## src/rtl/fpu_regfile_scoreboard.sv

```systemverilog
// -----------------------------------------------------------------------------
// fpu_regfile_scoreboard
//
// Floating-point register file with a pending-write scoreboard and the FCSR
// (rounding mode + sticky exception flags).
//
// Ports
//   clk, n_rst          : clock (rising edge), asynchronous active-low reset
//   rs_addr / rs_data   : NUM_RD combinational read ports (packed, port i at
//                         [i*AW +: AW] / [i*DATA_W +: DATA_W]), with bypass
//   rs_busy             : per-port pending bit of the addressed register
//   issue_en/rd/ok      : mark a destination pending; refused on WAW hazard
//   wb_en/rd/data/flags : FPU result writeback (highest write priority)
//   ld_en/rd/data/ready : FLW load write; accepted only when wb is idle
//   csr_we/csr_wdata    : FCSR write {frm[2:0], fflags[4:0]}
//   frm, fflags         : current rounding mode and accumulated flags
//   frm_illegal         : frm holds a reserved encoding (101/110/111)
// -----------------------------------------------------------------------------
module fpu_regfile_scoreboard #(
    parameter int DATA_W = 32,
    parameter int NREGS  = 32,
    parameter int NUM_RD = 3,
    localparam int AW    = $clog2(NREGS)
) (
    input  logic                     clk,
    input  logic                     n_rst,
    input  logic [NUM_RD*AW-1:0]     rs_addr,
    output logic [NUM_RD*DATA_W-1:0] rs_data,
    output logic [NUM_RD-1:0]        rs_busy,
    input  logic                     issue_en,
    input  logic [AW-1:0]            issue_rd,
    output logic                     issue_ok,
    input  logic                     wb_en,
    input  logic [AW-1:0]            wb_rd,
    input  logic [DATA_W-1:0]        wb_data,
    input  logic [4:0]               wb_flags,
    input  logic                     ld_en,
    input  logic [AW-1:0]            ld_rd,
    input  logic [DATA_W-1:0]        ld_data,
    output logic                     ld_ready,
    input  logic                     csr_we,
    input  logic [7:0]               csr_wdata,
    output logic [2:0]               frm,
    output logic [4:0]               fflags,
    output logic                     frm_illegal
);

    logic [DATA_W-1:0] regs_q [NREGS];
    logic [NREGS-1:0]  busy_q;
    logic [NREGS-1:0]  busy_d;
    logic [NREGS-1:0]  reg_hit;
    logic [2:0]        frm_q;
    logic [2:0]        frm_d;
    logic [4:0]        fflags_q;
    logic [4:0]        fflags_d;

    // Single physical write port: writeback wins, load is held off.
    logic              wr_en;
    logic [AW-1:0]     wr_rd;
    logic [DATA_W-1:0] wr_data;

    always_comb begin
        wr_en   = wb_en | ld_en;
        wr_rd   = wb_en ? wb_rd   : ld_rd;
        wr_data = wb_en ? wb_data : ld_data;
    end

    assign ld_ready = ld_en & ~wb_en;

    // An issue colliding with a same-cycle write to its destination is
    // refused, so set and clear of one busy bit never coincide.
    assign issue_ok = issue_en & ~busy_q[issue_rd] & ~(wr_en && (wr_rd == issue_rd));

    generate
        for (genvar gi = 0; gi < NREGS; gi++) begin : g_reg
            assign reg_hit[gi] = wr_en && (wr_rd == AW'(gi));
            assign busy_d[gi]  = (busy_q[gi] & ~reg_hit[gi])
                               | (issue_ok && (issue_rd == AW'(gi)));

            always_ff @(posedge clk or negedge n_rst) begin
                if (!n_rst) begin
                    regs_q[gi] <= '0;
                end else if (reg_hit[gi]) begin
                    regs_q[gi] <= wr_data;
                end
            end
        end
    endgenerate

    always_ff @(posedge clk or negedge n_rst) begin
        if (!n_rst) begin
            busy_q <= '0;
        end else begin
            busy_q <= busy_d;
        end
    end

    // Read ports forward the write accepted this cycle, and report the
    // register as no longer pending when that write is clearing it.
    generate
        for (genvar gi = 0; gi < NUM_RD; gi++) begin : g_rd
            logic [AW-1:0] rd_addr;
            logic          rd_hit;
            assign rd_addr = rs_addr[gi*AW +: AW];
            assign rd_hit  = wr_en && (wr_rd == rd_addr);
            assign rs_data[gi*DATA_W +: DATA_W] = rd_hit ? wr_data : regs_q[rd_addr];
            assign rs_busy[gi] = busy_q[rd_addr] & ~rd_hit;
        end
    endgenerate

    // FCSR: a CSR write and a writeback's flags in the same cycle merge.
    always_comb begin
        frm_d    = csr_we ? csr_wdata[7:5] : frm_q;
        fflags_d = (csr_we ? csr_wdata[4:0] : fflags_q) | (wb_en ? wb_flags : 5'b0);
    end

    always_ff @(posedge clk or negedge n_rst) begin
        if (!n_rst) begin
            frm_q    <= 3'b000;
            fflags_q <= 5'b00000;
        end else begin
            frm_q    <= frm_d;
            fflags_q <= fflags_d;
        end
    end

    assign frm         = frm_q;
    assign fflags      = fflags_q;
    assign frm_illegal = frm_q[2] & (frm_q[1] | frm_q[0]);

endmodule

```

## config.mk

```make
export PLATFORM = sky130hd
export DESIGN_NAME = fpu_regfile_scoreboard
export DESIGN_NICKNAME = d
export VERILOG_FILES = /design/src/rtl/fpu_regfile_scoreboard.sv
export SDC_FILE = /design/constraint.sdc
export NUM_CORES = 2
export LEC_CHECK = 0
export BUFFER_PORTS_ARGS = -buffer_cell sky130_fd_sc_hd__buf_4
export CORE_MARGIN = 4
export CORE_UTILIZATION = 30
export DETAILED_ROUTE_END_ITERATION = 10
export SETUP_SLACK_MARGIN = 0.02
export SYNTH_ARGS = -nofsm -noshare
export SYNTH_HDL_FRONTEND = slang
export SYNTH_SLANG_ARGS = --single-unit
```

## constraint.sdc

```tcl
create_clock -name clk -period 2.4 [get_ports clk]
set_input_delay 0.24 -clock clk [delete_from_list [all_inputs] [get_ports clk]]
set_output_delay 0.24 -clock clk [all_outputs]
set_load 0.1 [all_outputs]
```

# ---- Yosys cells after proc, flatten, opt, wreduce, memory -nomap -nowiden
# Index checks and enable logic that the tools add are counted.
dict set report totals {
  regBits 1064
  latch_bits 0
  ram_bits 0
  mem_bits_ro 0
  inputBits 113
  out_inout_bits 110
  word_cells 317
  mem_count 0
}
dict set report op_classes {
  addsub 0
  multipliers 0
  div_mod_pow 0
  order_cmp 7
  eq_ne 66
  shifts 0
  mux 24
  bitwise_logic 115
  n_reduce_logical 70
}
# cell count
set ops {}
lappend ops {{binary-select mux 32 bit (select 5 bit)} 3}
lappend ops {{2-to-1 mux 32 bit} 10}
lappend ops {{== test 5 bit, second input constant} 32}
lappend ops {{== test 5 x 4 -> 1 bit, second input constant} 16}
lappend ops {{logical AND 1 bit} 68}
lappend ops {{== test 5 x 3 -> 1 bit, second input constant} 8}
lappend ops {{bitwise AND 1 bit} 39}
lappend ops {{NOT 1 bit} 38}
lappend ops {{bitwise OR 1 bit} 34}
lappend ops {{< comparator 5 x 6 -> 1 bit, second input constant} 4}
lappend ops {{binary-select mux 1 bit (select 5 bit)} 4}
lappend ops {{== test 5 x 2 -> 1 bit, second input constant} 4}
lappend ops {{== test 5 bit} 4}
lappend ops {{>= comparator 6 bit, second input constant} 3}
lappend ops {{NOT 5 -> 6 bit} 3}
lappend ops {{2-to-1 mux 5 bit} 3}
lappend ops {{== test 5 x 1 -> 1 bit, second input constant} 2}
lappend ops {{logical NOT 5 bit} 2}
lappend ops {{bitwise OR 5 bit} 1}
lappend ops {{2-to-1 mux 1 bit} 4}

# ---- Depth between registers and ports, before layout
dict set report logic_depth {
  word_depth 7
  mapped_depth 10
  ltp_nobuf 5
}

# ---- Least setup slack after synthesis
# OpenSTA, ideal clock, no wires.
dict set report synth_path {
  path_kind {in2out}
  startpoint {input rs_addr[0]}
  endpoint {output rs_data[11]}
  arrival_time_ps 3212
  t_required_ps 2160
  slack_ps -1052
  cell_stages 10
  path_buffers 5
  cell_sequence {clkbuf_1 -> buf_2 -> buf_2 -> buf_2 -> nand3b_1 -> clkbuf_1 -> o22ai_1 -> nor2_1 -> nand2_1 -> mux2i_1}
}
dict set report synth_via {
  elab_chain_len 5
  word_cells_on_any_way 7
  cone_classes {eq/ne (1); mux (4); bitwise (1); reduce/logical (1)}
}
# item line
set synth_lines {}
lappend synth_lines {{start: declaration} 27} ;# input logic [NUM_RD*AW-1:0] rs_addr,
lappend synth_lines {{NOT 5 -> 6 bit (implied by the code)} 106} ;# assign rs_data[gi*DATA_W +: DATA_W] = rd_hit ? wr_data : regs_q[rd_addr];
lappend synth_lines {{binary-select mux 32 bit (select 5 bit)} 106}
lappend synth_lines {{2-to-1 mux 32 bit (implied by the code) (2 in series)} 106}
lappend synth_lines {{2-to-1 mux 32 bit (*)} 106}
lappend synth_lines {{end: declaration} 28} ;# output logic [NUM_RD*DATA_W-1:0] rs_data,
# Mark *: on every way between the ends. The rest lies on a longest branch, timed or not. The select of a mux whose other input is x is not followed.

# ---- Worst setup path in the final report
dict set report layout_path {
  startpoint {register busy_q[9]}
  endpoint {output issue_ok}
}
dict set report layout_via {
  elab_chain_len 5
}
# item line
set layout_lines {}
lappend layout_lines {{start: declaration} 49} ;# logic [NREGS-1:0] busy_q;
lappend layout_lines {{start signal: assignment} 94} ;# busy_q <= busy_d;
lappend layout_lines {{binary-select mux 1 bit (select 5 bit)} 72} ;# assign issue_ok = issue_en & ~busy_q[issue_rd] & ~(wr_en && (wr_rd == issue_rd));
lappend layout_lines {{2-to-1 mux 1 bit (implied by the code)} 72}
lappend layout_lines {{NOT 1 bit} 72}
lappend layout_lines {{bitwise AND 1 bit (2 in series)} 72}
lappend layout_lines {{end: declaration} 32} ;# output logic issue_ok,
# Every way passes these cells. The select of a mux whose other input is x is not followed.

==> impl_metrics.py <==
metrics = {
    "outcome": {
        "status": "finished, violations left",
        "violations": "negative setup slack",
    },
    "power": {
        "seqPwrFrac_pct": 36.9,
        "p_sw_share_pct": 36.3,
        "intPower_uw": 52000,
        "power_switching_uw": 29700,
        "leakage_uw": 0.0333,
        "pwr-share-comb_pct": 40.3,
        "pwr-share-clk_pct": 22.8,
        "peakVddDrop_mv": 0.793,
        "cellPowerDensity_nw_per_um2": 964,
    },
    "grt": {
        "antenna_found_initial": 4,
        "grt-ovfl-total": 0,
        "grt_first_pass_wirelength_um": 380000,
        "grt_max_degree": 134,
        "grt_pass1_vias": 53536,
        "gr-usage-all-layers_pct": 23.2,
    },
    "floorplanning": {
        "rows": 169,
        "dieArea_um2": 221000,
        "die_h_um": 470,
        "io-pin-count": 223,
        "die_w_um": 470,
        "start_util_pct": 30.2,
        "coreArea_um2": 212000,
    },
    "synthesis": {
        "ys_warn_count": 0,
        "synth_async_sr_flop_share_pct": 100,
        "synth-edff-count": 0,
        "synth.avg_cell_area_um2": 11.4,
        "synth_ff_type": "dfrtp_1",
        "synth_compound_area_share_pct": 12.1,
        "synth_cell_types": 55,
        "synth_top_family_by_area": "multiplexers",
        "syn_nets": 5749,
        "synthSimpleGateAreaFrac_pct": 8.32,
        "syn_inst": 5636,
        "synth-seq-cells": 1064,
        "ys_seq_area_share_pct": 41.6,
        "synth_xor_area_share_pct": 0.287,
        "netlist_area_um2": 64100,
        "synth_fa_ha_area_share_pct": 0,
        "muxShareOfSynthArea_pct": 33.5,
    },
    "routing": {
        "wl_per_cell_um": 29.0,
        "drtPass1Iterations": 5,
        "ant_nets": 0,
        "vias_per_cell": 5.96,
        "drc": 0,
        "drt_iter0_drc": 7102,
        "vias": 54048,
        "finalWirelength_um": 263000,
    },
    "clocking": {
        "cts_inserted_buffers": 112,
        "clkLatencyLatePin_ns": 0.76,
        "cts_sinks": 1064,
        "clkTransAtPathRegs_ns": 0.06,
        "cts_tree": "yes",
        "htreeDepth": 3,
        "cts_root_buf": "clkbuf_16",
        "clk_path_buf_depth": 3,
    },
    "sta": {
        "rsz0062_at_grt": "yes",
        "fin_crit_ns": 3.15,
        "fmax_mhz": 317,
        "final-setup-viol-count": 100,
        "maxSlewViolCount": 0,
        "slew-limit-headroom_pct": 1.18,
        "fin_crit_sh_pct": 131,
        "setup_slack_ns": -0.753,
        "clock-skew-final_ns": 0.0207,
        "tightestPinTransition_ns": 1.48,
        "tns_ns": -27.71,
        "finalHoldViolCount": 0,
    },
    "final_layout": {
        "syn_to_final_growth_pct": 32.2,
        "layout_common_cells": "nor2_1 (1122), dfrtp_1 (1064), a21oi_1 (1031), mux4_2 (789), buf_4 (549)",
        "fin_nets": 6261,
        "final_cells": 9066,
        "final_area_um2": 84700,
        "layout_commonest_cell": "nor2_1",
        "drive_gt1_share_pct": 38.3,
    },
    "setup_path": {
        "cp.required_ns": 2.16,
        "cp-start-kind": "flip-flop",
        "path_class": "flip-flop to primary output",
        "reg2reg_slack_ns": 0.17,
        "cp-end-kind": "primary output",
        "rr_startpoint": "busy_q[9]",
        "crit_fanout": 2,
        "cp.arrival_ns": 2.91,
        "crit_path_start": "busy_q[9]",
    },
    "hold_path": {
        "hp-start": "ld_data[15]",
        "min_path_type": "input pin to flip-flop",
    },
    "place": {
        "postPlaceCellArea_um2": 77600,
        "dp_hpwl_um": 178000,
        "gp_congestion": 0.920,
        "io_buffers": 222,
        "dp.cells": 8746,
    },
    "flow_run": {
        "maxCapViolCount": 0,
    },
}
-- what timing repair did --
| item | CTS | global route |
|---|---|---|
| resized for setup | 485 | 79 |
| hold buffers | 29 | 0 |
| pin swaps | 109 | 103 |
| hold endpoints to repair | 800 | 0 |
| endpoints found under the setup margin | 100 | 100 |
| cloned | 0 | 0 |
| setup buffers | 33 | 58 |
-- state kept, by name, summed over array words and instances (netlist names) --
name    flops
busy_q     32
fflags      5
regs_q   1024
frm         3
-- layout make-up --
class | count | area [um2]
Antenna cell | 3 | 7.51
Fill cell | 19750 | 128000
Sequential cell | 1064 | 26600
Inverter | 45 | 169
Clock buffer | 155 | 3300
Multi-Input combinational cell | 3915 | 37600
Tap cell | 2821 | 3530
Timing Repair Buffer | 1010 | 12900
Clock inverter | 53 | 586
-- cells by family after synthesis --
kind of cell	Yosys count
mux	1143
xor+xnor	21
compound gates	1401
flops	1064
simple gates	1350
buf+inv	657
-- critical path, stage by stage (launching register included) --
cell and delay [ns]:
dfrtp_1 0.38, mux4_1 0.49, mux2_4 0.28, mux2_4 0.30
a2111oi_4 0.24, buf_4 0.18, a31o_4 0.11, buf_12 0.17
-- layer usage --
layer / share of wire, % / wire length [um] / global-route usage [%]
met1: 37 / 97200 / 29.8
met2: 46 / 121000 / 36.1
met3: 11 / 28700 / 6.00
met4: 6.2 / 16400 / 12.2
met5: 0.0053 / 14 / 0
-- power by group through the flow --
stage | Clock [uW] | Combinational [uW] | Sequential [uW]
after global placement | 0 | 28900 | 29500
after CTS | 18800 | 32100 | 29800
after global routing | 19500 | 34900 | 30800
after detailed placement | 0 | 29500 | 30100
final | 18600 | 32900 | 30200
after floorplan | 0 | 21600 | 28100
-- cells in the mapped netlist (2+ instances only) --
library cell | count | area share (%)
o21ai_0 | 7 | 0.055
or3b_2 | 9 | 0.12
a2111oi_0 | 2 | 0.027
xnor2_1 | 19 | 0.26
mux4_2 | 786 | 28
nor3_1 | 40 | 0.31
nand2b_1 | 11 | 0.11
xor2_1 | 2 | 0.027
nand3_1 | 5 | 0.039
inv_1 | 45 | 0.26
dfrtp_1 | 1064 | 42
and2_1 | 4 | 0.039
buf_1 | 156 | 0.91
mux4_1 | 8 | 0.33
buf_4 | 2 | 0.023
or3_1 | 3 | 0.029
a31oi_1 | 2 | 0.020
a22oi_1 | 104 | 1.2
a2bb2oi_1 | 2 | 0.027
o22ai_1 | 193 | 1.9
clkbuf_1 | 259 | 1.5
a31o_2 | 2 | 0.027
a22o_1 | 24 | 0.33
nand2_1 | 106 | 0.62
buf_6 | 3 | 0.053
nand3b_1 | 9 | 0.11
mux2_2 | 13 | 0.23
o221ai_1 | 6 | 0.082
buf_2 | 192 | 1.5
mux2i_1 | 334 | 5.2
a211oi_1 | 5 | 0.059
or2_2 | 2 | 0.020
a32o_1 | 7 | 0.11
nor2b_1 | 16 | 0.16
a32oi_1 | 4 | 0.055
a21oi_1 | 1033 | 8.1
nor2_1 | 1139 | 6.7
-- through the flow --
stage | hold slack, ns | total power, uW | setup slack, ns | utilization, %
after global placement | 0.142 | 58300 | -0.647 | 36.6
after global routing | 0.0305 | 85200 | -0.871 | 39.9
final | 0.0263 | 81700 | -0.753 | 39.9
after CTS | 0.00107 | 80600 | -0.797 | 39.5
after detailed placement | 0.141 | 59600 | -0.623 | 36.6
after floorplan | -0.0556 | 49700 | -0.430 | -
-- final timing paths --
check	depth (start not counted)	to
setup / recovery	7	issue_ok
hold / removal	4	regs_q[399]
setup reg to reg	6	busy_q[2]
hold reg to reg	1	busy_q[23]
max in group asynchronous	3	regs_q[349]
min in group asynchronous	3	regs_q[126]
Note: power is estimated with default switching activity, not from simulation.
